--- config.mk ---
export PLATFORM = sky130hd
export DESIGN_NAME = uart_tx_fifo_flat
export DESIGN_NICKNAME = d
export VERILOG_FILES = /design/src/rtl/uart_tx_fifo_if.sv /design/src/rtl/uart_tx_fifo.sv /design/src/flat_wrapper.sv
export SDC_FILE = /design/constraint.sdc
export NUM_CORES = 1
export LEC_CHECK = 0
export CORE_MARGIN = 4
export CORE_UTILIZATION = 45
export DETAILED_ROUTE_END_ITERATION = 8
export GPL_ROUTABILITY_DRIVEN = 0
export HOLD_SLACK_MARGIN = 0.1
export SLEW_MARGIN = 20
export SYNTH_ARGS = -nofsm -noshare
export SYNTH_HDL_FRONTEND = slang
export SYNTH_SLANG_ARGS = --single-unit
--- constraint.sdc ---
create_clock -name clk -period 8.03 [get_ports clk]
set_input_delay 1.2045 -clock clk [delete_from_list [all_inputs] [get_ports clk]]
set_output_delay 1.2045 -clock clk [all_outputs]
set_load 0.02 [all_outputs]
--- src/rtl/uart_tx_fifo_if.sv ---
// Push-side bus of the FIFO-buffered UART transmitter: host writes and FIFO status.
interface uart_tx_fifo_if #(
  parameter int DATA_BITS  = 8,
  parameter int FIFO_DEPTH = 8
);
  localparam int LW = $clog2(FIFO_DEPTH) + 1;

  logic                 push;
  logic [DATA_BITS-1:0] push_data;
  logic                 flush;
  logic                 full;
  logic [LW-1:0]        level;
  logic                 overrun;

  modport master (output push, push_data, flush, input  full, level, overrun);
  modport slave  (input  push, push_data, flush, output full, level, overrun);
endinterface

--- src/rtl/uart_tx_fifo.sv ---
// FIFO-buffered UART transmitter: configurable width, parity and stop bits, CTS-gated launch.
module uart_tx_fifo #(
  parameter int DATA_BITS  = 8,
  parameter int FIFO_DEPTH = 8,
  parameter int DIV_WIDTH  = 16
) (
  input  logic                 clk,
  input  logic                 nReset,
  input  logic [DIV_WIDTH-1:0] rate,
  input  logic [1:0]           parity_mode,
  input  logic                 two_stop,
  input  logic                 cts,
  output logic                 tx,
  output logic                 busy,
  uart_tx_fifo_if.slave        bus
);
  localparam int AW = $clog2(FIFO_DEPTH);
  localparam int LW = AW + 1;
  localparam int BW = $clog2(DATA_BITS);

  typedef enum logic [2:0] {IDLE, START, DATA, PARITY, STOP} state_t;

  logic [DATA_BITS-1:0] mem [FIFO_DEPTH];
  logic [AW-1:0]        wr_ptr, rd_ptr;
  logic [LW-1:0]        count;
  logic                 ovr;

  state_t               state, state_nx;
  logic [DIV_WIDTH-1:0] cnt, rate_q, rate_eff;
  logic [BW-1:0]        bit_idx;
  logic [DATA_BITS-1:0] shreg, head;
  logic                 par_en_q, par_q, two_q, stop2;

  logic full_w, empty, tick, last_stop, launch, wr_en;

  assign full_w    = (count == LW'(FIFO_DEPTH));
  assign empty     = (count == '0);
  assign tick      = (cnt == DIV_WIDTH'(1));
  assign last_stop = (state == STOP) && tick && (!two_q || stop2);
  assign launch    = ((state == IDLE) || last_stop) && !empty && cts;
  // full is the registered occupancy, so a same-cycle pop never frees a slot for this push
  assign wr_en     = bus.push && !full_w && !bus.flush;
  assign rate_eff  = (rate < DIV_WIDTH'(2)) ? DIV_WIDTH'(2) : rate;
  assign head      = mem[rd_ptr];

  assign bus.full    = full_w;
  assign bus.level   = count;
  assign bus.overrun = ovr;

  always_ff @(posedge clk) begin
    if (wr_en) mem[wr_ptr] <= bus.push_data;
  end

  always_ff @(posedge clk or negedge nReset) begin
    if (!nReset) begin
      wr_ptr <= '0;
      rd_ptr <= '0;
      count  <= '0;
      ovr    <= 1'b0;
    end else if (bus.flush) begin
      wr_ptr <= '0;
      rd_ptr <= '0;
      count  <= '0;
      ovr    <= 1'b0;
    end else begin
      if (wr_en)  wr_ptr <= wr_ptr + AW'(1);
      if (launch) rd_ptr <= rd_ptr + AW'(1);
      case ({wr_en, launch})
        2'b10:   count <= count + LW'(1);
        2'b01:   count <= count - LW'(1);
        default: count <= count;
      endcase
      if (bus.push && full_w) ovr <= 1'b1;
    end
  end

  always_ff @(posedge clk or negedge nReset) begin
    if (!nReset) state <= IDLE;
    else         state <= state_nx;
  end

  always_comb begin
    state_nx = state;
    case (state)
      IDLE:   if (launch) state_nx = START;
      START:  if (tick) state_nx = DATA;
      DATA:   if (tick && bit_idx == BW'(DATA_BITS - 1)) state_nx = par_en_q ? PARITY : STOP;
      PARITY: if (tick) state_nx = STOP;
      STOP:   if (last_stop) state_nx = launch ? START : IDLE;
      default: state_nx = IDLE;
    endcase
  end

  // Frame settings are captured at launch so mid-frame config changes wait for the next frame
  always_ff @(posedge clk or negedge nReset) begin
    if (!nReset) begin
      cnt      <= '0;
      rate_q   <= '0;
      bit_idx  <= '0;
      shreg    <= '0;
      par_en_q <= 1'b0;
      par_q    <= 1'b0;
      two_q    <= 1'b0;
      stop2    <= 1'b0;
    end else if (launch) begin
      cnt      <= rate_eff;
      rate_q   <= rate_eff;
      bit_idx  <= '0;
      shreg    <= head;
      par_en_q <= (parity_mode == 2'b01) || (parity_mode == 2'b10);
      par_q    <= (^head) ^ (parity_mode == 2'b10);
      two_q    <= two_stop;
      stop2    <= 1'b0;
    end else if (state != IDLE) begin
      if (tick) begin
        cnt <= rate_q;
        if (state == DATA) begin
          shreg   <= shreg >> 1;
          bit_idx <= bit_idx + BW'(1);
        end
        if (state == STOP) stop2 <= 1'b1;
      end else begin
        cnt <= cnt - DIV_WIDTH'(1);
      end
    end
  end

  always_comb begin
    tx = 1'b1;
    case (state)
      START:   tx = 1'b0;
      DATA:    tx = shreg[0];
      PARITY:  tx = par_q;
      default: tx = 1'b1;
    endcase
  end

  assign busy = (state != IDLE);
endmodule

--- src/flat_wrapper.sv ---
// flat-port wrapper written by rule: the top's interface ports become plain ports
module uart_tx_fifo_flat 
#(
  parameter int DATA_BITS  = 8,
  parameter int FIFO_DEPTH = 8,
  parameter int DIV_WIDTH  = 16
)
  (clk, nReset, rate, parity_mode, two_stop, cts, tx, busy, bus_push, bus_push_data, bus_flush, bus_full, bus_level, bus_overrun);
  uart_tx_fifo_if #(.DATA_BITS(DATA_BITS), .FIFO_DEPTH(FIFO_DEPTH)) bus_i ();
  input  logic clk;
  input  logic nReset;
  input  logic [DIV_WIDTH-1:0] rate;
  input  logic [1:0] parity_mode;
  input  logic two_stop;
  input  logic cts;
  output logic tx;
  output logic busy;
  input wire logic [$bits(bus_i.push)-1:0] bus_push;
  input wire logic [$bits(bus_i.push_data)-1:0] bus_push_data;
  input wire logic [$bits(bus_i.flush)-1:0] bus_flush;
  output wire logic [$bits(bus_i.full)-1:0] bus_full;
  output wire logic [$bits(bus_i.level)-1:0] bus_level;
  output wire logic [$bits(bus_i.overrun)-1:0] bus_overrun;
  assign bus_i.push = bus_push;
  assign bus_i.push_data = bus_push_data;
  assign bus_i.flush = bus_flush;
  assign bus_full = bus_i.full;
  assign bus_level = bus_i.level;
  assign bus_overrun = bus_i.overrun;
  uart_tx_fifo #(.DATA_BITS(DATA_BITS), .FIFO_DEPTH(FIFO_DEPTH), .DIV_WIDTH(DIV_WIDTH)) u_core (.clk(clk), .nReset(nReset), .rate(rate), .parity_mode(parity_mode), .two_stop(two_stop), .cts(cts), .tx(tx), .busy(busy), .bus(bus_i));
endmodule
==> Word-level counts from Yosys, hierarchy flattened <==
Memory sizes are Yosys's and may differ from the RTL's.
Index checks and enable logic that the tools add are counted.
{ "classes": {"addsub": 6, "n_lt_le_gt_ge": 1, "eq_ne": 16, "n_mux": 35, "bitwise": 1, "n_reduce_logical": 30} }
{ "op_table": {"columns": ["op", "count"], "rows": [
  ["$mux 16", 4],
  ["$mux 3", 14],
  ["$mux 8", 4],
  ["$eq 16x1->1 const B", 1],
  ["$lt 16x2->1 const B", 1],
  ["$sub 16x1->16 const B", 1],
  ["$pmux 3 s5", 1],
  ["$reduce_bool 2->1", 7],
  ["$ne 2x1->1 const B", 5],
  ["$add 3x1->3 const B", 3],
  ["$mux 1", 9],
  ["$logic_and 1x1->1", 8],
  ["$pmux 4 s2", 1],
  ["$reduce_xor 8->1", 1],
  ["$eq 3x2->1 const B", 2],
  ["$eq 3x3->1 const B", 2],
  ["$reduce_and 3->1", 2],
  ["$reduce_bool 3->1", 2],
  ["$reduce_and 5->1", 1],
  ["$add 4x1->4 const B", 1],
  ["$eq 2x1->1 const B", 2],
  ["$eq 2x2->1 const B", 2],
  ["$eq 4x4->1 const B", 1],
  ["$logic_not 1->1", 4],
  ["8 further kinds", 10]
]} }
{ "word_totals": {"register_bits": 61, "mem_bits_rw": 64, "inputBits": 32, "output_inout_bits": 8, "mem_count": 1} }
{ "memory_table": {"columns": ["name", "depth", "word_bits", "rd", "rd_ports_with_merged_regs", "write_ports", "line_no", "text"], "rows": [
  ["u_core.mem", 8, 8, 1, 0, 1, "uart_tx_fifo.sv:23", "logic [DATA_BITS-1:0] mem [FIFO_DEPTH];"]
]} }

==> Depth between registers and ports, before layout <==
Gate-level depths: netlist of run 1.
{ "logic_depth": {"depth_word": 9, "depth_mapped": 13, "mapped_depth_nobuf": 12} }

==> Worst setup path before layout of run 1 <==
OpenSTA, ideal clock, no wires.
{ "synth_timing": {"path_type": "input-to-reg", "from": "in cts", "to": "reg u_core.count[3] (netlist: u_core.bus.level[3])", "setup_time_ns": 0.125, "arrival_ns": 3.100, "required_ns": 7.905, "path_slack_ns": 4.805, "cell_stages": 9, "n_path_buf": 0, "path_cell_list": "o41ai_1 > nor3_1 > nand2_1 > nor2_1 > ha_1 > nand3_1 > a221oi_1 > a41oi_2 > mux2_4"} }
{ "synth_via": {"elab_chain_len": 4} }
{ "synth_rtl": {"columns": ["item", "line_no", "text"], "rows": [
  ["start: declaration", "flat_wrapper.sv:15", "input logic cts;"],
  ["$logic_and 1x1->1 (*)", "uart_tx_fifo.sv:40", "assign launch = ((state == IDLE) || last_stop) && !empty && cts;"],
  ["$eq 2x1->1 or $eq 2x2->1 (tied branches)", "uart_tx_fifo.sv:68", "case ({wr_en, launch})"],
  ["$pmux 4 s2", "uart_tx_fifo.sv:68", null],
  ["$mux 4", "uart_tx_fifo.sv:60", "end else if (bus.flush) begin"],
  ["end signal: assignment", "uart_tx_fifo.sv:69", "2'b10: count <= count + LW'(1);"],
  ["end signal: assignment", "uart_tx_fifo.sv:70", "2'b01: count <= count - LW'(1);"],
  ["end signal: assignment", "uart_tx_fifo.sv:71", "default: count <= count;"],
  ["end: declaration", "uart_tx_fifo.sv:25", "logic [LW-1:0] count;"]
]} }
Mark *: on every way between the ends. The rest lies on a longest branch, timed or not.
A chain may end at the register's enable or synchronous reset.

==> Final worst setup path of run 1 <==
Same ends and word-level chain as after synthesis.

==> flow_metrics.env, run 1 <==
export IMPL_syn_inst=516
export IMPL_die_x_um=123.4
export IMPL_final_hold_viol_count=0
export IMPL_slew_headroom=0.3201
export IMPL_core_area_um2=12820
export IMPL_grt_first_pass_wirelength_um=21630
export IMPL_dr_total_vias=4094
export IMPL_ff2ff_path_depth=10
export IMPL_clockRootBuffer="clkbuf_16"
export IMPL_crit_arrival_ns=4.54
export IMPL_worst_setup_path_start_kind="input pin"
export IMPL_cts_tree="built"
export IMPL_clkLatencyLatePin_ns=0.42
export IMPL_syn_area_per_cell_um2=11.62
export IMPL_cts_resized=0
export IMPL_crit_reg2reg_launch="u_core.cnt[8]$_DFFE_PN0P_"
export IMPL_area_growth_pct=19.33
export IMPL_tightest_slew_ns=1.017
export IMPL_fmax_mhz=236.3
export IMPL_viasPerCell=5.601
export IMPL_drt_iter0_markers=279
export IMPL_power_leakage_nw=2.731
export IMPL_setup_ws_ns=3.797
export IMPL_drive_gt1_frac=0.1199
export IMPL_final_nets=587
export IMPL_routedWlPerCell_um=17.78
export IMPL_dp_slack_ns=3.379
export IMPL_crit_path_max_fanout=28
export IMPL_firstDrtPassIters=4
export IMPL_path_clk_slew_ns=0.06
export IMPL_die_area_um2=15230
export IMPL_fin_util=0.5578
export IMPL_path_cells="clkdlybuf4s50_1 > o41ai_1 > nor3_1 > nand2_1 > nor2_1 > ha_1 > nand3_1 > a221oi_1 > a41oi_2 > mux2_4"
export IMPL_pwr_density_cell_nw_per_um2=227.1
export IMPL_cts_made_buffers=17
export IMPL_tns_ns=0
export IMPL_layout_cells_most_common_list="86 x nand2_1, 64 x edfxtp_1, 61 x dfrtp_1"
export IMPL_required_ns=8.34
export IMPL_synth_cell_types=56
export IMPL_min_path_cells=2
export IMPL_setup_viol=0
export IMPL_netlist_area_um2=5994
export IMPL_ys_ff_latch=125
export IMPL_start_util=0.4674
export IMPL_ir_worst_vdd_v=0.0002140
export IMPL_slowest_stage="nand2_1"
export IMPL_end_kind="register"
export IMPL_period_share=0.5271
export IMPL_synthArstFlopShare=0.4880
export IMPL_ctsHoldBuffers=0
export IMPL_ios=40
export IMPL_dp_hpwl_um=8469
export IMPL_postCtsSetupBuffers=0
export IMPL_portBuffers=39
export IMPL_period_minus_slack_ns=4.233
export IMPL_status="finished, final reports clean"
export IMPL_n_antenna_cell=0
export IMPL_hp_start="u_core.rate_q[4]$_DFFE_PN0P_"
export IMPL_grt_pass1_vias=4257
export IMPL_power_mw=1.624
export IMPL_path_class="in2reg"
export IMPL_clkSinkCount=125
export IMPL_drc=0
export IMPL_yosysSeqAreaShare=0.5752
export IMPL_overflow=0
export IMPL_htree_num_levels=4
export IMPL_cp_startpoint="cts"
export IMPL_fin_skew_ns=0.009534
export IMPL_ant_nets=0
export IMPL_min_path_type="reg2reg"
export IMPL_max_stage_delay_ns=0.77
export IMPL_slew_violations=0
export IMPL_wl_um=13000
export IMPL_ys_warnings_count=0
export IMPL_grt_use_total=0.1913
export IMPL_final_common_cell="nand2_1"
export IMPL_synth_nets=557
export IMPL_antenna_found_initial=0
export IMPL_reg2reg_slack_ns=4.35
export IMPL_rsz0062_at_grt="false"
export IMPL_hold_end="u_core.rate_q[4]$_DFFE_PN0P_"
export IMPL_synth_edf_count=64
export IMPL_clock_path_buffers=2
export IMPL_floorplan_die_height_um=123.4
export IMPL_grt_max_degree=62
export IMPL_maxCapViolations=0
export IMPL_r2r_end="u_core.bus.level[3]$_DFFE_PN0P_"
export IMPL_rows=41
export IMPL_synthFlopType="edfxtp_1"
[cell type report]
| cell class | instances | area [um2] |
|---|---|---|
| well taps | 172 | 215.2 |
| clock buffers | 17 | 425.4 |
| multi-input cells | 353 | 2377 |
| flip-flops and latches | 125 | 3448 |
| fillers | 1114 | 5672 |
| clock inverters | 15 | 252.7 |
| inverters | 7 | 26.28 |
| repair buffers | 42 | 407.9 |
[layer usage]
layer / wire [um] / vias to the layer above / part of all wire / GRT usage
met5: 0 / - / 0 / 0
met4: 311 / 0 / 0.024 / 0.09204
met3: 480 / 21 / 0.037 / 0.05352
met2: 6708 / 84 / 0.52 / 0.3194
met1: 5497 / 2040 / 0.42 / 0.2286
li1: - / 1949 / - / -
[per-stage QoR]
step / hold slack [ns] / cell area, um2 / instances
after floorplan: 0.4376 / 5995 / 516
after global placement: 0.4577 / 6472 / 699
after detailed placement: 0.4549 / 6472 / 699
after CTS: 0.4755 / 7151 / 731
after global routing: 0.5040 / 7153 / 731
final: 0.4770 / 7153 / 731
[flip-flops by register name, indices dropped and copies added, names as in the netlist]
register / count
u_core.rd_ptr: 3
u_core.bus.level: 4
u_core.par_q: 1
u_core.two_q: 1
u_core.bus.overrun: 1
u_core.mem: 64
u_core.rate_q: 16
u_core.bit_idx: 3
u_core.cnt: 16
u_core.par_en_q: 1
u_core.wr_ptr: 3
u_core.shreg: 8
u_core.state: 3
u_core.stop2: 1
[synth_stat cells (2+ instances only)]
cell | n | area, um2
nand2_1 | 87 | 326.6
edfxtp_1 | 64 | 1922
dfrtp_1 | 61 | 1526
nor2_1 | 40 | 150.1
o21ai_0 | 20 | 100.1
a21oi_1 | 19 | 95.09
clkbuf_1 | 17 | 63.81
mux4_2 | 16 | 360.4
nand3_1 | 15 | 75.07
a31oi_1 | 13 | 81.33
xnor2_1 | 13 | 113.9
nor3_1 | 12 | 60.06
xor2_1 | 10 | 87.58
and2_1 | 9 | 56.30
ha_1 | 9 | 112.6
mux2i_1 | 8 | 80.08
a211oi_1 | 7 | 52.55
buf_2 | 7 | 35.03
inv_1 | 7 | 26.28
nand2b_1 | 7 | 43.79
nor4_1 | 7 | 43.79
buf_4 | 6 | 45.04
nand4_1 | 5 | 31.28
or3_1 | 5 | 31.28
a22oi_1 | 4 | 30.03
and3_1 | 4 | 25.02
nor2b_1 | 4 | 25.02
a221oi_1 | 3 | 26.28
a22o_1 | 3 | 26.28
mux2_2 | 3 | 33.78
nor3b_1 | 3 | 22.52
o31ai_1 | 3 | 22.52
nor4b_1 | 2 | 17.52
[critical path, delay by kind of cell]
family / cells / cell delay, ns
muxes: 1 / 0.31
and+or+nand+nor: 4 / 1.79
buffers and inverters: 1 / 0.51
AOI/OAI and AO/OA: 3 / 0.40
adders and majority gates: 1 / 0.33
[worst max-delay path by stage]
| stage | to | slack (ns) | depth (start not counted) |
|---|---|---|---|
| 2_1_floorplan | u_core.bus.level[3]$_DFFE_PN0P_ | 4.80 | 9 |
| 3_3_place_gp | u_core.bus.level[3]$_DFFE_PN0P_ | 3.48 | 10 |
| 3_5_place_dp | u_core.bus.level[3]$_DFFE_PN0P_ | 3.38 | 10 |
| 4_1_cts | u_core.bus.level[3]$_DFFE_PN0P_ | 3.82 | 10 |
| 5_1_grt | u_core.bus.level[3]$_DFFE_PN0P_ | 3.41 | 10 |
| 6_report | u_core.bus.level[3]$_DFFE_PN0P_ | 3.80 | 10 |
[logic make-up (layout without fill, tap and decap cells)]
group | after synthesis | in the layout | synth area share
adder cells (fa/ha/maj) | 9 | 9 | 0.01879
XOR/XNOR | 24 | 24 | 0.03736
flip-flops | 125 | 125 | 0.5752
AO/OA/AOI/OAI | 84 | 84 | 0.09310
AND/OR/NAND/NOR | 208 | 208 | 0.1636
multiplexers | 28 | 28 | 0.08161
buffers and inverters | 38 | 81 | 0.03026
[report_power, final]
part	leakage, nW	switching (mW)	internal (mW)
sequential	1.37	0.00472	0.682
clock	0.327	0.292	0.587
combinational	1.04	0.0304	0.0284
total	2.73	0.327	1.30
(Power assumes the default switching activity.)
==> run 2, diff against run 1 <==
--- a/config.mk
+++ b/config.mk
@@ -10,6 +10,7 @@
 export DETAILED_ROUTE_END_ITERATION = 8
 export GPL_ROUTABILITY_DRIVEN = 0
 export HOLD_SLACK_MARGIN = 0.1
+export PLACE_DENSITY = 0.66
 export SLEW_MARGIN = 20
 export SYNTH_ARGS = -nofsm -noshare
 export SYNTH_HDL_FRONTEND = slang
==> constraint.sdc (replaced) <==
create_clock -name clk -period 3.7 [get_ports clk]
set_input_delay 0.555 -clock clk [delete_from_list [all_inputs] [get_ports clk]]
set_output_delay 0.555 -clock clk [all_outputs]
set_load 0.02 [all_outputs]
==> run 2 against run 1 <==
Effect of this change:
- via count is 0.90% higher
- combinational power grew 120%
- register-to-register slack got worse by 3.5 ns
- critical endpoint unchanged
- final cell count increased by 1.9%
- worst setup slack worse by 3.0 ns
- utilization is 0.098 points higher
==> flow_metrics.env, run 2 (same netlist as run 1, synthesis figures left out) <==
export IMPL_status="finished, final reports clean"
export IMPL_fmax_mhz=349.3
export IMPL_top_register="u_core.mem"
export IMPL_grt_first_pass_wirelength_um=21250
export IMPL_viasPerCell=5.545
export IMPL_tns_ns=0
export IMPL_cts_resized=0
export IMPL_cts_made_buffers=17
export IMPL_maxCapViolations=0
export IMPL_dr_total_vias=4131
export IMPL_power_leakage_nw=2.757
export IMPL_routedWlPerCell_um=17.39
export IMPL_firstDrtPassIters=5
export IMPL_path_clk_slew_ns=0.06
export IMPL_layout_cells_most_common_list="87 x nand2_1, 64 x edfxtp_1, 61 x dfrtp_1"
export IMPL_min_path_type="in2async"
export IMPL_post_dp_cell_area_um2=6568
export IMPL_crit_path_max_fanout=7
export IMPL_overflow=0
export IMPL_cts_tree="built"
export IMPL_drt_iter0_markers=331
export IMPL_n_antenna_cell=0
export IMPL_path_class="reg2reg"
export IMPL_period_minus_slack_ns=2.863
export IMPL_largest_reg_flops=64
export IMPL_required_ns=4.00
export IMPL_clkSinkCount=125
export IMPL_final_common_cell="nand2_1"
export IMPL_ios=40
export IMPL_ctsHoldBuffers=0
export IMPL_grt_use_total=0.1845
export IMPL_slew_headroom=0.4654
export IMPL_period_share=0.7738
export IMPL_setup_viol=0
export IMPL_antenna_found_initial=0
export IMPL_final_hold_viol_count=0
export IMPL_htree_num_levels=4
export IMPL_rsz0062_at_grt="false"
export IMPL_wl_um=12950
export IMPL_rows=41
export IMPL_area_growth_pct=19.54
export IMPL_grt_max_degree=40
export IMPL_postCtsSetupBuffers=0
export IMPL_dp_hpwl_um=8582
export IMPL_pwr_density_cell_nw_per_um2=458.4
export IMPL_floorplan_die_height_um=123.4
export IMPL_start_util=0.4674
export IMPL_ant_nets=0
export IMPL_clkLatencyLatePin_ns=0.42
export IMPL_die_x_um=123.4
export IMPL_fin_util=0.5587
export IMPL_clockRootBuffer="clkbuf_16"
export IMPL_worst_setup_path_start_kind="register"
export IMPL_tightest_slew_ns=0.7989
export IMPL_final_nets=601
export IMPL_largestRegisters="u_core.mem x64, u_core.cnt x16, u_core.rate_q x16"
export IMPL_grt_pass1_vias=4112
export IMPL_drc=0
export IMPL_core_area_um2=12820
export IMPL_slew_violations=0
export IMPL_end_kind="register"
export IMPL_drive_gt1_frac=0.1379
export IMPL_clock_path_buffers=2
export IMPL_crit_arrival_ns=3.17
export IMPL_final_area_um2=7166
export IMPL_ir_worst_vdd_v=0.0004979
export IMPL_die_area_um2=15230
export IMPL_fin_skew_ns=0.008136
export IMPL_portBuffers=39
## run 2: worst paths after layout
check                                               from                              end  slack [ns]  cells past startpoint
min                                               nReset        u_core.cnt[8]$_DFFE_PN0P_        0.20                      1
max                            u_core.cnt[8]$_DFFE_PN0P_  u_core.bus.level[3]$_DFFE_PN0P_        0.84                     10
max reg2reg                    u_core.cnt[8]$_DFFE_PN0P_  u_core.bus.level[3]$_DFFE_PN0P_        0.84                     10
min reg2reg                u_core.rate_q[15]$_DFFE_PN0P_    u_core.rate_q[15]$_DFFE_PN0P_        0.47                      2
min in group clk           u_core.rate_q[15]$_DFFE_PN0P_    u_core.rate_q[15]$_DFFE_PN0P_        0.47                      2
max in group asynchronous                         nReset     u_core.rate_q[1]$_DFFE_PN0P_        2.63                      2
## run 2: final cells by class
class,count,area [um2]
Fill cell,1086,5659
Multi-Input combinational cell,353,2365
Tap cell,172,215.2
Clock buffer,17,425.4
Inverter,7,26.28
Timing Repair Buffer,56,513.0
Clock inverter,15,172.7
Sequential cell,125,3448
## run 2: worst max-delay path, stage by stage (launching register included)
cell	delay, ns
dfrtp_1	0.43
or4_4	0.58
and4b_1	0.32
a21bo_4	0.18
nand2_1	0.07
nor2_1	0.17
ha_1	0.21
nand3_1	0.09
a221oi_1	0.31
a41oi_2	0.08
mux2_4	0.31
## run 2: where the power goes
| part | switching (mW) | internal (mW) |
|---|---|---|
| clock network | 0.700 | 0.964 |
| logic | 0.0670 | 0.0641 |
| registers | 0.0103 | 1.48 |
## run 2: per-stage QoR
| step | hold slack, ns | total power [mW] | setup slack, ns | cells |
|---|---|---|---|---|
| after floorplan | 0.2594 | 1.567 | 0.5800 | 516 |
| after global placement | 0.4515 | 1.646 | 0.9213 | 713 |
| after detailed placement | 0.4622 | 1.650 | 0.8672 | 713 |
| after CTS | 0.2135 | 3.317 | 0.8525 | 745 |
| after global routing | 0.2411 | 3.413 | 0.6761 | 745 |
| final | 0.1975 | 3.285 | 0.8371 | 745 |
## run 2: metal layers
metal / global-route usage / vias up / wire (um)
met2: 0.3021 / 107 / 6515
met4: 0.06851 / 0 / 211
met5: 0 / - / 0
li1: - / 1972 / -
met1: 0.2379 / 2037 / 5600
met3: 0.04666 / 15 / 625
